[src/rtl/dpram_arb_pkg.sv]
// dpram_arb_pkg: shared constants, read-tag type and packed-bus slot helper for the DPRAM arbiter
package dpram_arb_pkg;
  localparam int RD_LATENCY = 2;
  localparam int N_REQ_MAX = 8;
  localparam int ID_W = $clog2(N_REQ_MAX);
  typedef struct packed {
    logic            rd;
    logic [ID_W-1:0] id;
  } tag_t;
  function automatic int slot_lo(input int idx, input int w);
    return idx * w;
  endfunction
endpackage

[src/rtl/dpram_rr_grant.sv]
// dpram_rr_grant: round-robin grant with last-grant pointer; DPRAM_ARB_LOCK_EN adds sticky lock
module dpram_rr_grant #(
  parameter int N_REQ = 3
) (
  input  logic                     clk,
  input  logic                     rst_n,
  input  logic [N_REQ-1:0]         req_valid,
`ifdef DPRAM_ARB_LOCK_EN
  input  logic [N_REQ-1:0]         req_lock,
`endif
  output logic [N_REQ-1:0]         gnt,
  output logic [$clog2(N_REQ)-1:0] gnt_idx,
  output logic                     gnt_any
);
  localparam int IW = $clog2(N_REQ);
  logic [IW-1:0] last_q, last_d, idx;
  // rotate-priority search from last+1, lock override, pointer next-state
  always_comb begin
    gnt_any = 1'b0;
    gnt_idx = last_q;
    idx = last_q;
    for (int k = 1; k <= N_REQ; k++) begin
      idx = IW'((int'(last_q) + k) % N_REQ);
      if (!gnt_any && req_valid[idx]) begin
        gnt_any = 1'b1;
        gnt_idx = idx;
      end
    end
`ifdef DPRAM_ARB_LOCK_EN
    if (req_lock[last_q] && req_valid[last_q]) begin
      gnt_any = 1'b1;
      gnt_idx = last_q;
    end
`endif
    gnt = gnt_any ? N_REQ'(1) << gnt_idx : '0;
    last_d = gnt_any ? gnt_idx : last_q;
  end
  // last-grant pointer; reset so requester 0 wins first
  always_ff @(posedge clk or negedge rst_n)
    if (!rst_n) last_q <= IW'(N_REQ - 1);
    else last_q <= last_d;
endmodule

[src/rtl/dpram_rr_arbiter.sv]
// dpram_rr_arbiter: round-robin share of one DPRAM port; optional DPRAM_ARB_LOCK_EN lock input
module dpram_rr_arbiter
  import dpram_arb_pkg::*;
#(
  parameter int N_REQ      = 3,
  parameter int DATA_WIDTH = 8,
  parameter int ADDR_WIDTH = 4
) (
  input  logic                        clk,
  input  logic                        rst_n,
  input  logic [N_REQ-1:0]            req_valid,
`ifdef DPRAM_ARB_LOCK_EN
  input  logic [N_REQ-1:0]            req_lock,
`endif
  output logic [N_REQ-1:0]            req_ready,
  input  logic [N_REQ-1:0]            req_we,
  input  logic [N_REQ*ADDR_WIDTH-1:0] req_addr,
  input  logic [N_REQ*DATA_WIDTH-1:0] req_wdata,
  output logic [N_REQ-1:0]            rsp_valid,
  output logic [DATA_WIDTH-1:0]       rsp_data,
  output logic                        ram_we,
  output logic [ADDR_WIDTH-1:0]       ram_addr,
  output logic [DATA_WIDTH-1:0]       ram_din,
  input  logic [DATA_WIDTH-1:0]       ram_dout
);
  localparam int IW = $clog2(N_REQ);
  logic [N_REQ-1:0] gnt;
  logic [IW-1:0] gnt_idx;
  logic gnt_any, sel_we, ram_we_q, ram_we_d;
  logic [ADDR_WIDTH-1:0] sel_addr, ram_addr_q, ram_addr_d;
  logic [DATA_WIDTH-1:0] sel_din, ram_din_q, ram_din_d;
  tag_t tag_q [RD_LATENCY];
  tag_t tag_d [RD_LATENCY];
  dpram_rr_grant #(.N_REQ(N_REQ)) u_grant (
    .clk      (clk),
    .rst_n    (rst_n),
    .req_valid(req_valid),
`ifdef DPRAM_ARB_LOCK_EN
    .req_lock (req_lock),
`endif
    .gnt      (gnt),
    .gnt_idx  (gnt_idx),
    .gnt_any  (gnt_any)
  );
  assign req_ready = gnt;
  assign rsp_data = ram_dout;
  assign ram_we = ram_we_q;
  assign ram_addr = ram_addr_q;
  assign ram_din = ram_din_q;
  // pick the granted command, form next RAM port values and advance the read-tag pipe
  always_comb begin
    sel_we = 1'b0;
    sel_addr = '0;
    sel_din = '0;
    for (int i = 0; i < N_REQ; i++)
      if (gnt[i]) begin
        sel_we = req_we[i];
        sel_addr = req_addr[slot_lo(i, ADDR_WIDTH) +: ADDR_WIDTH];
        sel_din = req_wdata[slot_lo(i, DATA_WIDTH) +: DATA_WIDTH];
      end
    ram_we_d = gnt_any & sel_we;
    ram_addr_d = gnt_any ? sel_addr : ram_addr_q;
    ram_din_d = gnt_any ? sel_din : ram_din_q;
    tag_d[0].rd = gnt_any & ~sel_we;
    tag_d[0].id = ID_W'(gnt_idx);
    for (int k = 1; k < RD_LATENCY; k++) tag_d[k] = tag_q[k-1];
  end
  // one-hot response strobe decoded from the last tag stage
  always_comb begin
    rsp_valid = '0;
    for (int i = 0; i < N_REQ; i++)
      rsp_valid[i] = tag_q[RD_LATENCY-1].rd && (tag_q[RD_LATENCY-1].id == ID_W'(i));
  end
  // RAM port registers and tag pipe; reset drops in-flight reads
  always_ff @(posedge clk or negedge rst_n)
    if (!rst_n) begin
      ram_we_q <= 1'b0;
      ram_addr_q <= '0;
      ram_din_q <= '0;
      for (int k = 0; k < RD_LATENCY; k++) tag_q[k] <= '0;
    end else begin
      ram_we_q <= ram_we_d;
      ram_addr_q <= ram_addr_d;
      ram_din_q <= ram_din_d;
      for (int k = 0; k < RD_LATENCY; k++) tag_q[k] <= tag_d[k];
    end
endmodule
[config.mk]
export PLATFORM = sky130hd
export DESIGN_NAME = dpram_rr_arbiter
export DESIGN_NICKNAME = d
export VERILOG_FILES = /design/src/rtl/dpram_arb_pkg.sv /design/src/rtl/dpram_rr_grant.sv /design/src/rtl/dpram_rr_arbiter.sv
export SDC_FILE = /design/constraint.sdc
export NUM_CORES = 1
export LEC_CHECK = 0
export BUFFER_PORTS_ARGS = -buffer_cell sky130_fd_sc_hd__buf_4
export CORE_UTILIZATION = 45
export DETAILED_ROUTE_END_ITERATION = 10
export HOLD_SLACK_MARGIN = 0.12
export PLACE_DENSITY = 0.94
export SLEW_MARGIN = 20
export SYNTH_ARGS = -nofsm -noshare
export SYNTH_HDL_FRONTEND = slang
export SYNTH_HIERARCHICAL = 1
export SYNTH_SLANG_ARGS = --single-unit
[constraint.sdc]
create_clock -name clk -period 5.2 [get_ports clk]
set_input_delay 0.26 -clock clk [delete_from_list [all_inputs] [get_ports clk]]
set_output_delay 0.26 -clock clk [all_outputs]
set_load 0.02 [all_outputs]
==> results.sh, run 1 <==
export IMPL_initial_utilization_pct=48.4
export IMPL_worst_skew_pair_late_latency_ns=0.30
export IMPL_number_of_antenna_diodes=0
export IMPL_largest_net_degree_at_the_start_of_global_routing=27
export IMPL_initial_antenna_violation_count=0
export IMPL_route_vias_total=1271
export IMPL_synth_seq_cells=21
export IMPL_post_route_period_util_pct=63.2
export IMPL_fraction_of_layout_instances_using_a_drive_strength_above_1_pct=38.0
export IMPL_max_cap_violations=0
export IMPL_cp_arrival_ns=3.02
export IMPL_cpPeakStageDelay_ns=0.83
export IMPL_syn_area_per_cell_um2=9.78
export IMPL_drt_pre_antenna_iters=7
export IMPL_die_area_um2=3240
export IMPL_post_cts_hold_buffer_count=1
export IMPL_worstHoldPathType="in2reg"
export IMPL_routed_via_density=5.70
export IMPL_post_synth_instance_area_um2=1360
export IMPL_numCtsBuffers=3
export IMPL_gp_congestion=0.851
export IMPL_cellLeakagePower_uw=0.000837
export IMPL_cts_tree="yes"
export IMPL_crit_path_start_kind="register"
export IMPL_synth_enable_flop_cells=0
export IMPL_cts_repair_timing_setup_buffer_count=0
export IMPL_mostFrequentLayoutCell="sky130_fd_sc_hd__buf_4"
export IMPL_synth_distinct_cells=39
export IMPL_crit_slowest_cell="sky130_fd_sc_hd__o21bai_1"
export IMPL_placedCellCount=218
export IMPL_first_global_vias=1213
export IMPL_finish_utilization_pct=63.6
export IMPL_slew_violations=0
export IMPL_grtUsageTotal_pct=21.1
export IMPL_setup_viol_count_final=0
export IMPL_drtAntennaViolNets=0
export IMPL_crit_path_max_delay_family="compound AO/OA/AOI/OAI gates"
export IMPL_die_width_um=57.0
export IMPL_layout_common_cells="63 x sky130_fd_sc_hd__buf_4, 20 x sky130_fd_sc_hd__dfrtp_1, 14 x sky130_fd_sc_hd__nand3b_1, 13 x sky130_fd_sc_hd__a21oi_1"
export IMPL_mappedNetlistNets=195
export IMPL_slew_headroom_pct=32.6
export IMPL_worstPathRequired_ns=4.94
export IMPL_layout_filler_cells=222
export IMPL_area_growth_syn_to_layout_pct=31.3
export IMPL_post_dp_hpwl_um=2470
export IMPL_die_height_um=57.0
export IMPL_wirelength_um=3360
export IMPL_post_place_ws_ns=2.09
export IMPL_violated_checks="DRC"
export IMPL_setup_slack_of_the_critical_path_after_layout_ns=1.92
export IMPL_final_cell_count_no_fill=223
export IMPL_max_root_sink_buffers=2
export IMPL_globalRoute_totalOverflow=0
export IMPL_pin_count=79
export IMPL_path_class="reg2out"
export IMPL_rows=19
export IMPL_synth_ff_type="sky130_fd_sc_hd__dfrtp_1"
export IMPL_clkTransAtPathRegs_ns=0.12
export IMPL_worst_ir_drop_vdd_mv=0.356
export IMPL_numClockSinks=21
export IMPL_ys_async_sr_fraction_pct=100
export IMPL_critical_path_peak_fanout=15
export IMPL_netlist_instances=139
export IMPL_maximum_operating_frequency_mhz=304
export IMPL_power_per_cell_area_nw_per_um2=651
export IMPL_drt_first_iter_violations=79
export IMPL_core_um2=2810
export IMPL_rsz0062_at_grt="false"
export IMPL_cts_resized=0
export IMPL_total_negative_slack_ns=0
export IMPL_crit_path_end_kind="output pin"
export IMPL_outcome="finished, violations left"
export IMPL_clock_skew_ns=0.00607
export IMPL_wire_length_of_the_first_global_routing_pass_um=5350
export IMPL_critical_path_cell_by_cell="inv_1 > ha_1 > and2b_1 > o21ai_1 > nand2_1 > o21bai_1 > buf_4"
export IMPL_final_hold_violation_count=0
export IMPL_tightestPinTransition_ns=1.01
export IMPL_ctsHtreeMaxLevel=1
export IMPL_nets=249
export IMPL_route_detailed_drc=8
export IMPL_portBuffers=62
export IMPL_synth_sequential_area_ratio_pct=38.8
export IMPL_clock_tree_root_cell="sky130_fd_sc_hd__clkbuf_4"
export IMPL_ys_warnings_count=6
export IMPL_crit_buf_inv=2
export IMPL_post_drt_wl_per_cell_um=15.1
export IMPL_post_layout_min_period_ns=3.28
-- metal layers --
| layer | global-route usage [%] | part of all wire (%) | wire length, um | up-vias |
|---|---|---|---|---|
| li1 | - | - | - | 609 |
| met1 | 26.2 | 41 | 1370 | 595 |
| met2 | 35.1 | 50 | 1670 | 57 |
| met3 | 4.54 | 7.9 | 264 | 10 |
| met4 | 10.1 | 1.7 | 58 | 0 |
| met5 | 0 | 0 | 0 | - |
-- flip-flops by register name, summed over array words and instances (netlist names) --
register	count
ram_we	1
u_grant/last_q	2
tag_q	3
ram_addr	4
tag_d	3
ram_din	8
-- cell type report --
type,count,area (um^2),share of cell area (%)
well taps,31,38.8,2.17
flip-flops and latches,21,527,29.5
inverters,4,15.0,0.842
repair buffers,64,483,27.1
multi-input cells,99,694,38.9
clock buffers,4,26.3,1.47
-- tightest hold or removal path, stage by stage --
cell and delay [ns]:
sky130_fd_sc_hd__buf_4 0.11, sky130_fd_sc_hd__nand2_1 0.05, sky130_fd_sc_hd__a31oi_1 0.07
-- synth_stat cells (2+ instances only) --
master,number,area share (%)
sky130_fd_sc_hd__nand3_1,2,0.74
sky130_fd_sc_hd__a31oi_1,2,0.92
sky130_fd_sc_hd__buf_6,4,3.3
sky130_fd_sc_hd__ha_1,4,3.7
sky130_fd_sc_hd__nor2b_1,5,2.3
sky130_fd_sc_hd__inv_1,4,1.1
sky130_fd_sc_hd__a21oi_1,13,4.8
sky130_fd_sc_hd__a32oi_1,2,1.3
sky130_fd_sc_hd__o21ai_1,3,1.1
sky130_fd_sc_hd__o22ai_1,2,0.92
sky130_fd_sc_hd__nor3b_1,2,1.1
sky130_fd_sc_hd__o211a_1,3,2.2
sky130_fd_sc_hd__o21ai_0,10,3.7
sky130_fd_sc_hd__nand3b_1,14,7.7
sky130_fd_sc_hd__buf_4,9,5.0
sky130_fd_sc_hd__dfrtp_1,20,37
sky130_fd_sc_hd__buf_2,2,0.74
sky130_fd_sc_hd__and3b_1,2,1.3
sky130_fd_sc_hd__nand2_1,7,1.9
sky130_fd_sc_hd__a22oi_1,10,5.5
-- metrics by stage --
stage          total power (uW)  hold slack [ns]  instance area [um^2]
2_1_floorplan               894          -0.0356                  1360
3_3_place_gp               1060            0.152                  1750
3_5_place_dp               1080            0.162                  1750
4_1_cts                    1160            0.209                  1780
5_1_grt                    1250            0.218                  1780
6_report                   1160            0.223                  1780
-- logic make-up (layout without fill, tap and decap cells) --
group           count (synthesis)  count (layout)  share of synthesized area, %
fa+ha+maj                       4               4                          3.68
buf+inv                        19              72                          10.1
flops                          21              21                          38.8
mux                             1               1                         0.737
simple gates                   42              42                          20.4
compound gates                 52              52                          26.3
-- path summary, 6_finish.rpt --
path | startpoint | to | slack, ns | cells past startpoint
min reg2reg | tag_d[3]$_DFF_PN0_ | tag_q[3]$_DFF_PN0_ | 0.36 | 0
min in group asynchronous | rst_n | tag_q[0]$_DFF_PN0_ | 0.37 | 2
min | req_addr[6] | ram_addr[2]$_DFFE_PN0P_ | 0.22 | 3
max reg2reg | u_grant/last_q[0]$_DFFE_PN0P_ | ram_addr[1]$_DFFE_PN0P_ | 2.00 | 8
max | u_grant/last_q[0]$_DFFE_PN0P_ | req_ready[2] | 1.92 | 7
max in group asynchronous | rst_n | u_grant/last_q[1]$_DFFE_PN1P_ | 4.55 | 2
-- where the power goes --
part	switching [uW]	total [uW]	internal [uW]
combinational	457	793	337
clock	47.9	77.8	29.9
sequential	39.7	291	251
total	544	1160	618
No activity file was read; power rests on OpenSTA's default activity.
==> run 2, diff against run 1 <==
--- a/config.mk
+++ b/config.mk
@@ -6,10 +6,10 @@
 export NUM_CORES = 1
 export LEC_CHECK = 0
 export BUFFER_PORTS_ARGS = -buffer_cell sky130_fd_sc_hd__buf_4
-export CORE_UTILIZATION = 45
+export CORE_UTILIZATION = 43
 export DETAILED_ROUTE_END_ITERATION = 10
 export HOLD_SLACK_MARGIN = 0.12
-export PLACE_DENSITY = 0.94
+export PLACE_DENSITY = 0.91
 export SLEW_MARGIN = 20
 export SYNTH_ARGS = -nofsm -noshare
 export SYNTH_HDL_FRONTEND = slang
==> constraint.sdc (replaced) <==
create_clock -name clk -period 3.3 [get_ports clk]
set_input_delay 0.165 -clock clk [delete_from_list [all_inputs] [get_ports clk]]
set_output_delay 0.165 -clock clk [all_outputs]
set_load 0.02 [all_outputs]
==> results.sh, run 2 (synthesized netlist as in run 1, its figures left out) <==
export IMPL_wire_length_of_the_first_global_routing_pass_um=5170
export IMPL_cts_resized=0
export IMPL_outcome="complete, no violations"
export IMPL_post_route_period_util_pct=82.6
export IMPL_rows=20
export IMPL_total_negative_slack_ns=0
export IMPL_ctsHtreeMaxLevel=1
export IMPL_worstPathRequired_ns=3.13
export IMPL_hold_depth=3
export IMPL_p_clk_share_pct=6.7
export IMPL_die_area_um2=3390
export IMPL_p_int_uw=1000
export IMPL_globalRoute_totalOverflow=0
export IMPL_slew_headroom_pct=41.9
export IMPL_drt_first_iter_violations=69
export IMPL_initial_antenna_violation_count=0
export IMPL_cts_repair_timing_setup_buffer_count=0
export IMPL_max_cap_violations=0
export IMPL_drtAntennaViolNets=0
export IMPL_power_per_cell_area_nw_per_um2=1030
export IMPL_worst_skew_pair_late_latency_ns=0.31
export IMPL_clkTransAtPathRegs_ns=0.13
export IMPL_share_seq_of_total_power_pct=24.6
export IMPL_post_dp_hpwl_um=2640
export IMPL_clock_tree_root_cell="sky130_fd_sc_hd__clkbuf_4"
export IMPL_crit_path_end_kind="output pin"
export IMPL_cellLeakagePower_uw=0.000858
export IMPL_post_drt_wl_per_cell_um=14.4
export IMPL_route_detailed_drc=0
export IMPL_worstHoldPathType="in2reg"
export IMPL_number_of_antenna_diodes=0
export IMPL_maximum_operating_frequency_mhz=367
export IMPL_cts_tree="yes"
export IMPL_drt_pre_antenna_iters=7
export IMPL_die_width_um=58.2
export IMPL_combinational_share_of_power_pct=68.7
export IMPL_crit_path_start_kind="register"
export IMPL_largest_net_degree_at_the_start_of_global_routing=26
export IMPL_post_layout_min_period_ns=2.73
export IMPL_numCtsBuffers=3
export IMPL_path_class="reg2out"
export IMPL_gp_congestion=0.919
export IMPL_setup_viol_count_final=0
export IMPL_switchingPower_uw=880
export IMPL_setup_slack_of_the_critical_path_after_layout_ns=0.575
export IMPL_slew_violations=0
export IMPL_cp_arrival_ns=2.56
export IMPL_reg2regPathDepth=10
export IMPL_grtUsageTotal_pct=19.7
export IMPL_routed_via_density=5.43
export IMPL_core_um2=3030
export IMPL_worst_ir_drop_vdd_mv=0.303
export IMPL_layout_common_cells="66 x sky130_fd_sc_hd__buf_4, 20 x sky130_fd_sc_hd__dfrtp_1, 14 x sky130_fd_sc_hd__nand3b_1, 13 x sky130_fd_sc_hd__a21oi_1"
export IMPL_rsz0062_at_grt="false"
export IMPL_fraction_of_layout_instances_using_a_drive_strength_above_1_pct=39.3
export IMPL_route_vias_total=1302
export IMPL_post_place_ws_ns=0.624
export IMPL_first_global_vias=1171
export IMPL_portBuffers=62
export IMPL_numClockSinks=21
export IMPL_tightestPinTransition_ns=0.870
export IMPL_final_hold_violation_count=0
export IMPL_area_growth_syn_to_layout_pct=35.0
export IMPL_pin_count=79
export IMPL_p_sw_share_pct=46.7
export IMPL_die_height_um=58.2
export IMPL_layout_filler_cells=262
export IMPL_initial_utilization_pct=44.9
export IMPL_number_of_flip_flops_in_the_largest_register=8
export IMPL_wirelength_um=3460
export IMPL_max_root_sink_buffers=2
export IMPL_nets=253
export IMPL_mostFrequentLayoutCell="sky130_fd_sc_hd__buf_4"
export IMPL_clock_skew_ns=0.0133
export IMPL_critical_path_peak_fanout=8
[run 2: cell count changes in the layout (fill, tap and decap cells not counted)]
cell | previous run | this run
sky130_fd_sc_hd__clkbuf_1 | 1 | 0
sky130_fd_sc_hd__buf_4 | 63 | 66
sky130_fd_sc_hd__clkinv_2 | 0 | 1
sky130_fd_sc_hd__dlygate4sd3_1 | 1 | 2
[run 2: what timing repair did]
action / CTS / global route
hold endpoints to repair: 22 / 0
hold buffers: 2 / 0
endpoints found under the setup margin: 0 / 0
[run 2: metal layers]
metal  share of wire (%)  GRT usage (%)  wire length, um
met2                  53           36.3             1820
met5                   0              0                0
met3                 5.2           2.23              179
met4                0.90           7.14               31
met1                  41           23.5             1430
[run 2: path summary, 6_finish.rpt]
path	start	end	slack, ns
worst max register to register	u_grant/last_q[0]$_DFFE_PN0P_	ram_din[7]$_DFFE_PN0P_	0.60
worst min register to register	tag_d[0]$_DFF_PN0_	tag_q[0]$_DFF_PN0_	0.36
max in group asynchronous	rst_n	u_grant/last_q[1]$_DFFE_PN1P_	2.75
min in group asynchronous	rst_n	ram_addr[1]$_DFFE_PN0P_	0.26
worst min-delay path	req_addr[6]	ram_addr[2]$_DFFE_PN0P_	0.13
worst max-delay path	u_grant/last_q[0]$_DFFE_PN0P_	req_ready[2]	0.57
[run 2: power by group through the flow]
stage	clock (uW)	sequential [uW]	combinational (uW)
after floorplan	0	556	854
after global placement	0	464	1260
after detailed placement	0	469	1280
after CTS	130	463	1290
after global routing	138	476	1390
final	127	464	1290
[run 2: through the flow]
step | cells | hold WS, ns | utilization [%] | power (uW) | area, um^2
after floorplan | 139 | -0.131 | - | 1410 | 1360
after global placement | 234 | 0.0590 | 59.0 | 1720 | 1790
after detailed placement | 234 | 0.0626 | 59.0 | 1750 | 1790
after CTS | 240 | 0.124 | 60.6 | 1880 | 1830
after global routing | 240 | 0.120 | 60.6 | 2010 | 1830
final | 240 | 0.125 | 60.6 | 1880 | 1830
[run 2: worst max-delay path: stages, from the launching register on]
cell and delay (ns):
sky130_fd_sc_hd__dfrtp_1 0.42, sky130_fd_sc_hd__inv_1 0.09, sky130_fd_sc_hd__ha_1 0.39, sky130_fd_sc_hd__or2_4 0.29, sky130_fd_sc_hd__a32oi_4 0.28, sky130_fd_sc_hd__nand2_1 0.14, sky130_fd_sc_hd__o21bai_1 0.43, sky130_fd_sc_hd__buf_4 0.24
[run 2: layout make-up]
type	instances	area [um^2]	share of cell area (%)
Multi-Input combinational cell	99	694	37.9
Sequential cell	21	527	28.7
Timing Repair Buffer	68	515	28.1
Tap cell	44	55.1	3.00
Clock buffer	3	22.5	1.23
Inverter	4	15.0	0.819
Clock inverter	1	5.00	0.273
